`config.mk`:
```
export PLATFORM = sky130hd
export DESIGN_NAME = pc_seq_unit
export DESIGN_NICKNAME = d
export VERILOG_FILES = /design/src/rtl/pc_seq_pkg.sv /design/src/rtl/pc_seq_unit_ras.sv /design/src/rtl/pc_seq_unit.sv
export SDC_FILE = /design/constraint.sdc
export NUM_CORES = 1
export LEC_CHECK = 0
export ABC_AREA = 1
export CORE_ASPECT_RATIO = 1.25
export CORE_MARGIN = 5
export CORE_UTILIZATION = 51
export CTS_BUF_LIST = sky130_fd_sc_hd__clkbuf_2
export DETAILED_ROUTE_END_ITERATION = 12
export GPL_TIMING_DRIVEN = 1
export PLACE_DENSITY = 0.79
export SYNTH_ARGS = -nofsm -noshare
export SYNTH_HDL_FRONTEND = slang
export SYNTH_SLANG_ARGS = --single-unit
```
`constraint.sdc`:
```
create_clock -name clk -period 3.7 [get_ports clk]
set_input_delay 0.925 -clock clk [delete_from_list [all_inputs] [get_ports clk]]
set_output_delay 0.925 -clock clk [all_outputs]
set_load 0.02 [all_outputs]
```
`src/rtl/pc_seq_pkg.sv`:
```
// Shared types and defaults for the next-PC sequencer.
package pc_seq_pkg;

   localparam int DEF_WIDTH     = 16;
   localparam int DEF_RAS_DEPTH = 4;
   localparam int DEF_JMP_BITS  = 9;

   // Next-PC source chosen by the priority encoder.
   typedef enum logic [2:0] {
      NPC_SEQ     = 3'd0,
      NPC_HOLD    = 3'd1,
      NPC_REDIR   = 3'd2,
      NPC_JMP     = 3'd3,
      NPC_CALL    = 3'd4,
      NPC_RET     = 3'd5,
      NPC_CALLRET = 3'd6
   } npc_sel_e;

   // Any non-sequential, non-held source discards the instruction in fetch/decode.
   function automatic logic sel_flushes(input npc_sel_e sel);
      logic res;
      case (sel)
         NPC_REDIR, NPC_JMP, NPC_CALL, NPC_RET, NPC_CALLRET: res = 1'b1;
         NPC_SEQ, NPC_HOLD:                                  res = 1'b0;
         default:                                            res = 1'b0;
      endcase
      return res;
   endfunction

endpackage

```
`src/rtl/pc_seq_unit_ras.sv`:
```
// Circular return-address stack: write pointer plus saturating count.
// Pushing when full overwrites the oldest entry; popping when empty leaves
// pointer/count alone and raises a sticky underflow flag.
module ras_stack #(
   parameter int               WIDTH     = 16,
   parameter int               RAS_DEPTH = 4,
   parameter logic [WIDTH-1:0] RESET_PC  = {WIDTH{1'b0}}
) (
   input  logic             clk,
   input  logic             rst,
   input  logic             push,
   input  logic             pop,
   input  logic             replace,
   input  logic [WIDTH-1:0] data,
   output logic [WIDTH-1:0] top,
   output logic             empty,
   output logic             full,
   output logic             underflow
);

   localparam int PW = $clog2(RAS_DEPTH);
   localparam int CW = PW + 1;

   logic [WIDTH-1:0] mem_r [RAS_DEPTH];
   logic [PW-1:0]    wptr_r;
   logic [CW-1:0]    count_r;
   logic             underflow_r;
   logic [PW-1:0]    top_idx_s;
   logic             empty_s;
   logic             full_s;

   // Derived status and the index of the most recently pushed entry.
   always_comb begin
      top_idx_s = wptr_r - PW'(1);
      empty_s   = (count_r == CW'(0));
      full_s    = (count_r == CW'(RAS_DEPTH));
   end

   // Stack storage, pointer, count and sticky underflow; replace on an empty stack acts as a push.
   always_ff @(posedge clk or posedge rst) begin
      if (rst) begin
         mem_r       <= '{default: {WIDTH{1'b0}}};
         wptr_r      <= {PW{1'b0}};
         count_r     <= {CW{1'b0}};
         underflow_r <= 1'b0;
      end else if (push || (replace && empty_s)) begin
         mem_r[wptr_r] <= data;
         wptr_r        <= wptr_r + PW'(1);
         if (!full_s) begin
            count_r <= count_r + CW'(1);
         end
      end else if (replace) begin
         mem_r[top_idx_s] <= data;
      end else if (pop) begin
         if (empty_s) begin
            underflow_r <= 1'b1;
         end else begin
            wptr_r  <= wptr_r - PW'(1);
            count_r <= count_r - CW'(1);
         end
      end
   end

   assign top       = empty_s ? RESET_PC : mem_r[top_idx_s];
   assign empty     = empty_s;
   assign full      = full_s;
   assign underflow = underflow_r;

endmodule

```
`src/rtl/pc_seq_unit.sv`:
```
// Next-PC sequencer: PC register, jump-target formation and the fixed
// priority encoder (redirect > stall > ret > call > jmp > sequential).
module pc_seq_unit
   import pc_seq_pkg::*;
#(
   parameter int               WIDTH     = DEF_WIDTH,
   parameter int               RAS_DEPTH = DEF_RAS_DEPTH,
   parameter int               JMP_BITS  = DEF_JMP_BITS,
   parameter logic [WIDTH-1:0] RESET_PC  = {WIDTH{1'b0}}
) (
   input  logic                clk,
   input  logic                rst,
   input  logic                stall,
   input  logic                redirect_valid,
   input  logic [WIDTH-1:0]    redirect_pc,
   input  logic [WIDTH-1:0]    id_pc,
   input  logic                jmp,
   input  logic                call,
   input  logic                ret,
   input  logic [JMP_BITS-1:0] jmp_imm,
   output logic [WIDTH-1:0]    pc,
   output logic                flush_id,
   output logic [WIDTH-1:0]    ras_top,
   output logic                ras_empty,
   output logic                ras_full,
   output logic                ras_underflow
);

   logic [WIDTH-1:0] pc_r;
   logic [WIDTH-1:0] id_pc_inc_s;
   logic [WIDTH-1:0] target_s;
   logic [WIDTH-1:0] next_pc_s;
   logic [WIDTH-1:0] ras_top_s;
   npc_sel_e         sel_s;

   // Jump target keeps the upper bits of the return address and splices in the immediate.
   always_comb begin
      id_pc_inc_s = id_pc + WIDTH'(1);
      target_s    = {id_pc_inc_s[WIDTH-1:JMP_BITS], jmp_imm};
   end

   // Fixed-priority selection of the next-PC source.
   always_comb begin
      if (redirect_valid) begin
         sel_s = NPC_REDIR;
      end else if (stall) begin
         sel_s = NPC_HOLD;
      end else if (ret && call) begin
         sel_s = NPC_CALLRET;
      end else if (ret) begin
         sel_s = NPC_RET;
      end else if (call) begin
         sel_s = NPC_CALL;
      end else if (jmp) begin
         sel_s = NPC_JMP;
      end else begin
         sel_s = NPC_SEQ;
      end
   end

   // Next-PC mux driven by the selected source.
   always_comb begin
      case (sel_s)
         NPC_REDIR:   next_pc_s = redirect_pc;
         NPC_HOLD:    next_pc_s = pc_r;
         NPC_RET:     next_pc_s = ras_top_s;
         NPC_CALL:    next_pc_s = target_s;
         NPC_CALLRET: next_pc_s = target_s;
         NPC_JMP:     next_pc_s = target_s;
         NPC_SEQ:     next_pc_s = pc_r + WIDTH'(1);
         default:     next_pc_s = pc_r + WIDTH'(1);
      endcase
   end

   // Program counter register.
   always_ff @(posedge clk or posedge rst) begin
      if (rst) begin
         pc_r <= RESET_PC;
      end else begin
         pc_r <= next_pc_s;
      end
   end

   ras_stack #(
      .WIDTH     (WIDTH),
      .RAS_DEPTH (RAS_DEPTH),
      .RESET_PC  (RESET_PC)
   ) u_ras (
      .clk       (clk),
      .rst       (rst),
      .push      (sel_s == NPC_CALL),
      .pop       (sel_s == NPC_RET),
      .replace   (sel_s == NPC_CALLRET),
      .data      (id_pc_inc_s),
      .top       (ras_top_s),
      .empty     (ras_empty),
      .full      (ras_full),
      .underflow (ras_underflow)
   );

   assign pc       = pc_r;
   assign ras_top  = ras_top_s;
   assign flush_id = !rst && sel_flushes(sel_s);

endmodule

```
# == Word level (Yosys, flattened, before mapping) ==
# Index checks and enable logic that the tools add are counted.
# W data, S select, Z words.
# word_totals
input_bits,48
output_inout_bits,36
regBits,86
# op_classes
mux,29
n_eq_ne,10
magnitude_cmp,4
reduce_logical,15
add_sub_neg,6
bitwise,4
# op_table
op,n
$bwmux W64,2
$mux W64,2
$mux W16,5
$demux W16 S2,2
$pmux W16 S4,1
$add A16 B1 Y16 const B,2
$bmux W16 S2,1
$mux W3,10
$eq A3 B3 Y1 const B,4
$mux W2,5
$reduce_and A4 Y1,2
$eq A3 B2 Y1 const B,2
$ge A3 B3 Y1 const B,2
$lt A3 B1 Y1 const B,2
$ne A2 B2 Y1 const B,3
$not A2 Y3,2
$logic_and A1 B1 Y1,5
$reduce_or A5 Y1,1
$reduce_bool A2 Y1,2
$add A3 B1 Y3 const B,1
$eq A3 B1 Y1 const B,1
$logic_not A3 Y1,1
$reduce_and A3 Y1,1
$reduce_or A3 Y1,1
7 further kinds,8

# == Logic depth before layout (Yosys ltp) ==
# Gate-level depths: netlist of the first run.
# depth
word_depth,11
mapped_depth,15
mapped_depth_nobuf,14

# == Hierarchy ==
# From an unflattened synthesis of the first run, not the netlist that was laid out.
# unflattened
cells_unflattened,762
area_unflattened_um2,5547.8
# by_module_without_submodules
module,cells_each,area_each_um2,seq_area_each_um2,instances
ras_stack,421,3569.7,1751.7,1
pc_seq_unit,341,1978.1,400.4,1

# == Least setup slack after synthesis of the first run ==
# Ideal clock, no wire load.
# synth_timing
path_kind,input port to output port
from,input port rst
to,output port flush_id
path_slack_ps,-282
cell_stages,3
arrival_ps,3057
n_path_buf,0
path_cell_list,inv_1 > nand2_1 > inv_1
# synth_via
elab_chain_len,2
# synth_rtl
element,line_no,rtl
start: declaration,pc_seq_unit.sv:12,"input logic rst,"
$logic_not A1 Y1 (no source line),-,
$logic_and A1 B1 Y1,pc_seq_unit.sv:103,assign flush_id = !rst && sel_flushes(sel_s);
end: declaration,pc_seq_unit.sv:22,"output logic flush_id,"
# No other way between the ends.

# == Final worst setup path of the first run ==
# layout_timing
from,input port call
to,output port flush_id
# layout_via
elab_chain_len,9
# layout_rtl
element,line_no,rtl
start: declaration,pc_seq_unit.sv:18,"input logic call,"
$mux W3,pc_seq_unit.sv:52,end else if (call) begin
$mux W3,pc_seq_unit.sv:50,end else if (ret) begin
$mux W3 (*),pc_seq_unit.sv:48,end else if (ret && call) begin
$mux W3 (*),pc_seq_unit.sv:46,end else if (stall) begin
$mux W3 (*),pc_seq_unit.sv:44,if (redirect_valid) begin
$eq A3 B2 Y1 or $eq A3 B3 Y1 (tied branches),pc_seq_pkg.sv:22,case (sel)
$reduce_or A5 Y1 (*),pc_seq_pkg.sv:22,
$mux W1 (*),pc_seq_pkg.sv:22,
$logic_and A1 B1 Y1 (*),pc_seq_unit.sv:103,
# Mark *: on every way between the ends. The rest lies on a longest branch, timed or not.

==> results.txt, run 1 <==
Outcome = completed
Hold Path Depth = 2
Syn nets = 824
Initial antenna violation count = 1
Total Wirelength = 15.23 mm
Max-cap violations = 0
Core Area = 10510 um^2
Warnings from Yosys = 0
Hold_sp = u_ras.mem_r[6]
H-tree depth = 3
Final setup TNS = 0 ns
Total GRT Usage = 24.72%
Starting Density = 51.60%
Clock Latency Late Sink = 0.54 ns
Site Rows = 42
Crit end category = primary output
Primary FF master, synth = dfrtp_1
Post-synth cell types = 37
Mapped Cells = 769
Layout Area Growth over Synthesis = 19.45%
First-pass iteration count of the detailed router = 5
Final HPWL DP = 11.19 mm
P_leak = 3.322 nW
Final hold violation count = 0
PwrDens = 775.3 nW/um^2
Final Util = 61.63%
Max IR drop VDD = 0.5157 mV
Placed Cells = 967
Yosys reg bits = 86
Chip height = 125.3 um
First-pass GRT wire length = 25.05 mm
Drt initial violations = 496
Worst r2r dst = u_ras.mem_r[63]
Setup violators final = 0
CTS max path bufs = 2
Post-route DRC = 0
Post-route insts no fill = 984
Final worst-path cycle share = 95.38%
Sequential share of the synthesized area = 39.69%
Cts bufs inserted = 9
Clock Pin Slew Worst Setup and Hold Paths = 0.22 ns
Via count = 5369
Layout cells sized above 1 = 9.636%
Most common cell after layout, fill and taps aside = nand2_1
Die X = 102.2 um
Upper clock frequency limit = 0.2834 GHz
WL per Instance = 15.48 um
Hold Path Class = flip-flop to flip-flop
GR Overflow Total = 0
Rel. slew slack = 26.72%
CP peak stage delay = 0.59 ns
Commonest cells after routing, fill and taps aside = 249 x nand2_1, 99 x nor2_1, 86 x dfrtp_1
Post-synth EDFFs = 0
Crit-path cells = clkdlybuf4s50_1 -> inv_2 -> a21oi_1 -> nand2_1 -> nand3_2 -> nand2_1 -> inv_1 -> clkdlybuf4s50_1
Worst Path Arrival = 2.60 ns
Root buffer cell = clkbuf_2
Antenna Nets Post-Route = 0
CP required = 2.77 ns
Vias in the first global route = 5254
Reg2Reg Setup Slack = 1.30 ns
Critical path class = primary input to primary output
Area of the mapped netlist = 5423 um^2
Async SR Flop Fraction = 100.0%
CTS tree = built
RSZ-0062 raised after global routing = false
Largest net degree at the start of global routing = 87
Slew Limit Fails = 0
Critical-path maximum fanout = 5
Clock sink total = 86
Hold Path Sink = u_ras.mem_r[6]
Tightest Pin Transition = 1.099 ns
Worst r2r src = u_ras.count_r[0]
Fin crit period = 3.529 ns
Worst Hold Slack = 0.5089 ns
Final #Nets = 902
Worst Reg-to-Reg Cells = 9
Hold_buf cts = 0
Yosys top cell area share = 39.69%
Synth top area cells = dfrtp_1 40%, nand2_1 17%, nor2_1 6.9%
Mean Syn Cell Area = 7.052 um^2
GPL Wtd Cong = 0.8683
Crit path max-delay cell type = clkdlybuf4s50_1
Cell taking the most area after synthesis = dfrtp_1
# IOs = 84
Type of origin of the critical path = primary input
Filler Cell Count = 950
Vias per std cell = 5.456
Final Skew = 0.01694 ns
Die area = 12810 um^2
Port-buffer cells = 83
what timing repair did:
action | CTS | global route
gates resized for setup | 4 | 13
buffers inserted | 1 | 0
setup endpoints to repair | 7 | 13
state kept, by name, summed over array words and instances (netlist names):
| name | flops |
|---|---|
| u_ras.wptr_r | 2 |
| u_ras.underflow | 1 |
| u_ras.count_r | 3 |
| u_ras.mem_r | 64 |
| pc | 16 |
area by class of cell:
class                   instances  area, um^2  area share, %
multi-input cells             581        2781          42.94
flip-flops and latches         86        2152          33.22
repair buffers                 94       954.7          14.74
inverters                      75       296.5          4.578
well taps                     132       165.2          2.550
clock inverters                 5       75.07          1.159
clock buffers                  10       50.05         0.7726
diodes                          1       2.502        0.03863
metrics by stage:
stage,cell area [um^2],setup slack [ns],total power [mW]
finish,6477,0.1710,5.022
detailed placement,6297,0.1689,4.480
CTS,6442,0.001153,5.056
floorplan,5426,0.2919,3.395
global route,6477,0.1090,5.402
global placement,6297,0.1969,4.387
critical path, delay by kind of cell:
family          cells  cell delay (ns)
simple gates        3             0.21
compound gates      1             0.18
buf+inv             4             1.29
cell usage after synthesis (all sizes together), types with 2 or more instances:
cell	number
nor3	2
clkbuf	6
o21ai	94
xnor2	5
nand3	45
o21bai	3
inv	74
a21oi	36
nand4	9
nand2	259
nor2	101
o211ai	5
dfrtp	86
buf	21
ha	7
and2	5
xor2	7
how the worst max path moves through the flow:
stage,startpoint,to,slack (ns),cells past startpoint
6_report,call,flush_id,0.17,8
5_1_grt,u_ras.wptr_r[1],ras_top[4],0.11,7
3_5_place_dp,call,flush_id,0.17,8
2_1_floorplan,rst,flush_id,0.29,3
4_1_cts,u_ras.wptr_r[1],ras_top[8],0.001,8
3_3_place_gp,call,flush_id,0.20,8
layer usage:
metal,vias to the layer above,wire [um],global-route usage (%)
li1,2601,-,-
met1,2497,6018,30.86
met2,214,7494,40.99
met3,57,1082,4.067
met4,0,638,12.05
met5,-,0,0
cells by family (layout without fill, tap and decap cells):
group	after synthesis	count (layout)	synth area share, %
flops	86	86	39.69
other cells	0	1	0
xor+xnor	12	12	1.938
fa+ha+maj	7	7	1.615
compound gates	140	140	15.30
simple gates	422	422	32.44
buf+inv	102	184	9.022
power by group:
part	internal, mW	switching [mW]
Combinational	1.15	1.77
Sequential	1.32	0.242
Clock	0.220	0.319
No activity file was read; power rests on OpenSTA's default activity.
==> run 2, diff against run 1 <==
--- a/config.mk
+++ b/config.mk
@@ -12,6 +12,7 @@
 export CTS_BUF_LIST = sky130_fd_sc_hd__clkbuf_2
 export DETAILED_ROUTE_END_ITERATION = 12
 export GPL_TIMING_DRIVEN = 1
+export MAX_ROUTING_LAYER = met4
 export PLACE_DENSITY = 0.79
 export SYNTH_ARGS = -nofsm -noshare
 export SYNTH_HDL_FRONTEND = slang
==> run 2 against run 1 <==
Against the previous run: core utilization grew 0.083 points; clock skew grew 0.0081 ns; global-route usage grew 0.88 points; routed wire length is essentially flat; die area is the same; sequential share of layout area is essentially flat; final area grew 0.14%; first-iteration DRC count shrank 20%; setup slack gained 0.014 ns; via count shrank 1.1%; flip-flop and latch count is the same.
==> results.txt, run 2 (synthesis results as in run 1) <==
Clock sink total = 86 (unchanged)
Worst Setup SP = call (unchanged)
Part of the power in registers = 30.7% (was 31.2%)
Area of the multi-input gates = 2781 um^2 (unchanged)
Rel. slew slack = 26.47% (was 26.72%)
Root buffer cell = clkbuf_2 (unchanged)
Antenna Nets Post-Route = 0 (unchanged)
Top reg by flops = u_ras.mem_r (unchanged)
Switching share of power = 46.09% (was 46.42%)
NetSw = 2.335 mW (was 2.331 mW)
Max reg flops = 64 (unchanged)
Die area = 12810 um^2 (unchanged)
Chip height = 125.3 um (unchanged)
Final HPWL DP = 11.09 mm (was 11.19 mm)
Post-route insts no fill = 985 (was 984)
Setup violators final = 0 (unchanged)
Filler Cell Count = 947 (was 950)
Slew Limit Fails = 0 (unchanged)
Final #Nets = 903 (was 902)
First-pass GRT wire length = 25.21 mm (was 25.05 mm)
Hold_sp = u_ras.mem_r[6] (unchanged)
GR Overflow Total = 0 (unchanged)
CTS max path bufs = 2 (unchanged)
Placed Cells = 967 (unchanged)
Final Util = 61.71% (was 61.63%)
Clock Latency Late Sink = 0.57 ns (was 0.54 ns)
Upper clock frequency limit = 0.2845 GHz (was 0.2834 GHz)
Post-route cell area = 6486 um^2 (was 6477 um^2)
Clk network pwr share = 12.1% (was 10.7%)
CP required = 2.77 ns (about the same)
Layout Area Growth over Synthesis = 19.61% (was 19.45%)
PwrDens = 781.0 nW/um^2 (was 775.3 nW/um^2)
Site Rows = 42 (unchanged)
Initial antenna violation count = 1 (unchanged)
Hold Path Class = flip-flop to flip-flop (unchanged)
Register area = 2152 um^2 (unchanged)
Hold Path Sink = u_ras.mem_r[6] (unchanged)
Final hold violation count = 0 (unchanged)
Post-route DRC = 0 (unchanged)
Layout cells sized above 1 = 9.624% (was 9.636%)
Fin crit period = 3.515 ns (was 3.529 ns)
Type of origin of the critical path = primary input (unchanged)
Outcome = completed (unchanged)
Post-route setup slack = 0.1848 ns (was 0.1710 ns)
Port-buffer cells = 83 (unchanged)
Total power = 5.066 mW (was 5.022 mW)
Core Area = 10510 um^2 (unchanged)
CTS tree = built (unchanged)
Most common cell after layout, fill and taps aside = nand2_1 (unchanged)
Total Wirelength = 15.22 mm (was 15.23 mm)
Internal Power = 2.731 mW (was 2.691 mW)
Worst Reg-to-Reg Cells = 9 (unchanged)
Worst Path Arrival = 2.59 ns (was 2.60 ns)
Final setup TNS = 0 ns (unchanged)
Worst r2r src = u_ras.count_r[0] (unchanged)
Commonest cells after routing, fill and taps aside = 249 x nand2_1, 99 x nor2_1, 86 x dfrtp_1 (unchanged)
Max IR drop VDD = 0.5241 mV (was 0.5157 mV)
Crit end category = primary output (unchanged)
RSZ-0062 raised after global routing = false (unchanged)
Tightest Pin Transition = 1.103 ns (was 1.099 ns)
Hold_buf cts = 0 (unchanged)
Vias per std cell = 5.391 (was 5.456)
Final worst-path cycle share = 95.01% (was 95.38%)
GPL Wtd Cong = 0.8819 (was 0.8683)
Critical path class = primary input to primary output (unchanged)
Via count = 5310 (was 5369)
Final Skew = 0.02504 ns (was 0.01694 ns)
DP Area = 6297 um^2 (unchanged)
Drt initial violations = 398 (was 496)
Max-cap violations = 0 (unchanged)
Hold Path Depth = 2 (unchanged)
Comb pwr share = 57.2% (was 58.1%)
Total GRT Usage = 25.59% (was 24.72%)
Reg2Reg Setup Slack = 1.26 ns (was 1.30 ns)
Worst r2r dst = u_ras.mem_r[62] (was u_ras.mem_r[63])
Largest net degree at the start of global routing = 87 (unchanged)
Critical-path maximum fanout = 5 (unchanged)
Starting Density = 51.60% (unchanged)
# IOs = 84 (unchanged)
P_leak = 3.274 nW (was 3.322 nW)
Vias in the first global route = 5162 (was 5254)
Cts bufs inserted = 9 (unchanged)
H-tree depth = 3 (unchanged)
Clock Pin Slew Worst Setup and Hold Paths = 0.21 ns (was 0.22 ns)
Worst Hold Slack = 0.5066 ns (was 0.5089 ns)
Die X = 102.2 um (unchanged)
WL per Instance = 15.45 um (was 15.48 um)
Placement Setup Slack = 0.1752 ns (was 0.1689 ns)
First-pass iteration count of the detailed router = 6 (was 5)
[run 2: cell count changes in the layout (fill, tap and decap cells not counted), sizes merged]
cell / delta
buf: +1
bufinv: +1
clkinv: -1
dlygate4sd2: +6
dlymetal6s2s: -6
[run 2: power by group through the flow]
stage / combinational, mW / sequential [mW] / clock [mW]
6_report: 2.90 / 1.56 / 0.612
5_1_grt: 3.19 / 1.60 / 0.660
4_1_cts: 2.92 / 1.55 / 0.621
3_5_place_dp: 2.91 / 1.57 / 0
3_3_place_gp: 2.84 / 1.55 / 0
2_1_floorplan: 1.82 / 1.57 / 0
[run 2: layer usage]
layer / up-vias / GRT usage (%) / routed length, um
met3: 26 / 4.847 / 1011
met2: 226 / 42.21 / 7747
met1: 2460 / 30.97 / 6113
met5: - / - / 0
li1: 2598 / - / -
met4: 0 / 9.266 / 351
[run 2: what timing repair did]
item / CTS / global route
buffers inserted: 2 / 0
setup endpoints to repair: 11 / 7
resized for setup: 10 / 7
[run 2: worst max path at each step]
stage                   to  slack (ns)  cells past startpoint
6_report          flush_id        0.18                      8
4_1_cts        ras_top[15]       0.003                      9
3_3_place_gp      flush_id        0.19                      8
5_1_grt         ras_top[8]       0.009                      8
3_5_place_dp      flush_id        0.18                      8
2_1_floorplan     flush_id        0.29                      3
[run 2: critical path, cell delays in order]
cell and delay [ns]:
clkdlybuf4s50_1 0.58, inv_2 0.09, a21oi_1 0.16, nand2_1 0.09
nand3_2 0.07, nand2_1 0.05, inv_1 0.04, clkdlybuf4s50_1 0.59
[run 2: cell type report]
type / instances / share of cell area (%)
timing repair buffer: 95 / 14.49
sequential: 86 / 33.18
antenna: 1 / 0.03858
inverter: 75 / 4.572
tap: 132 / 2.546
multi-input combinational: 581 / 42.88
clock inverter: 5 / 1.524
clock buffer: 10 / 0.7716
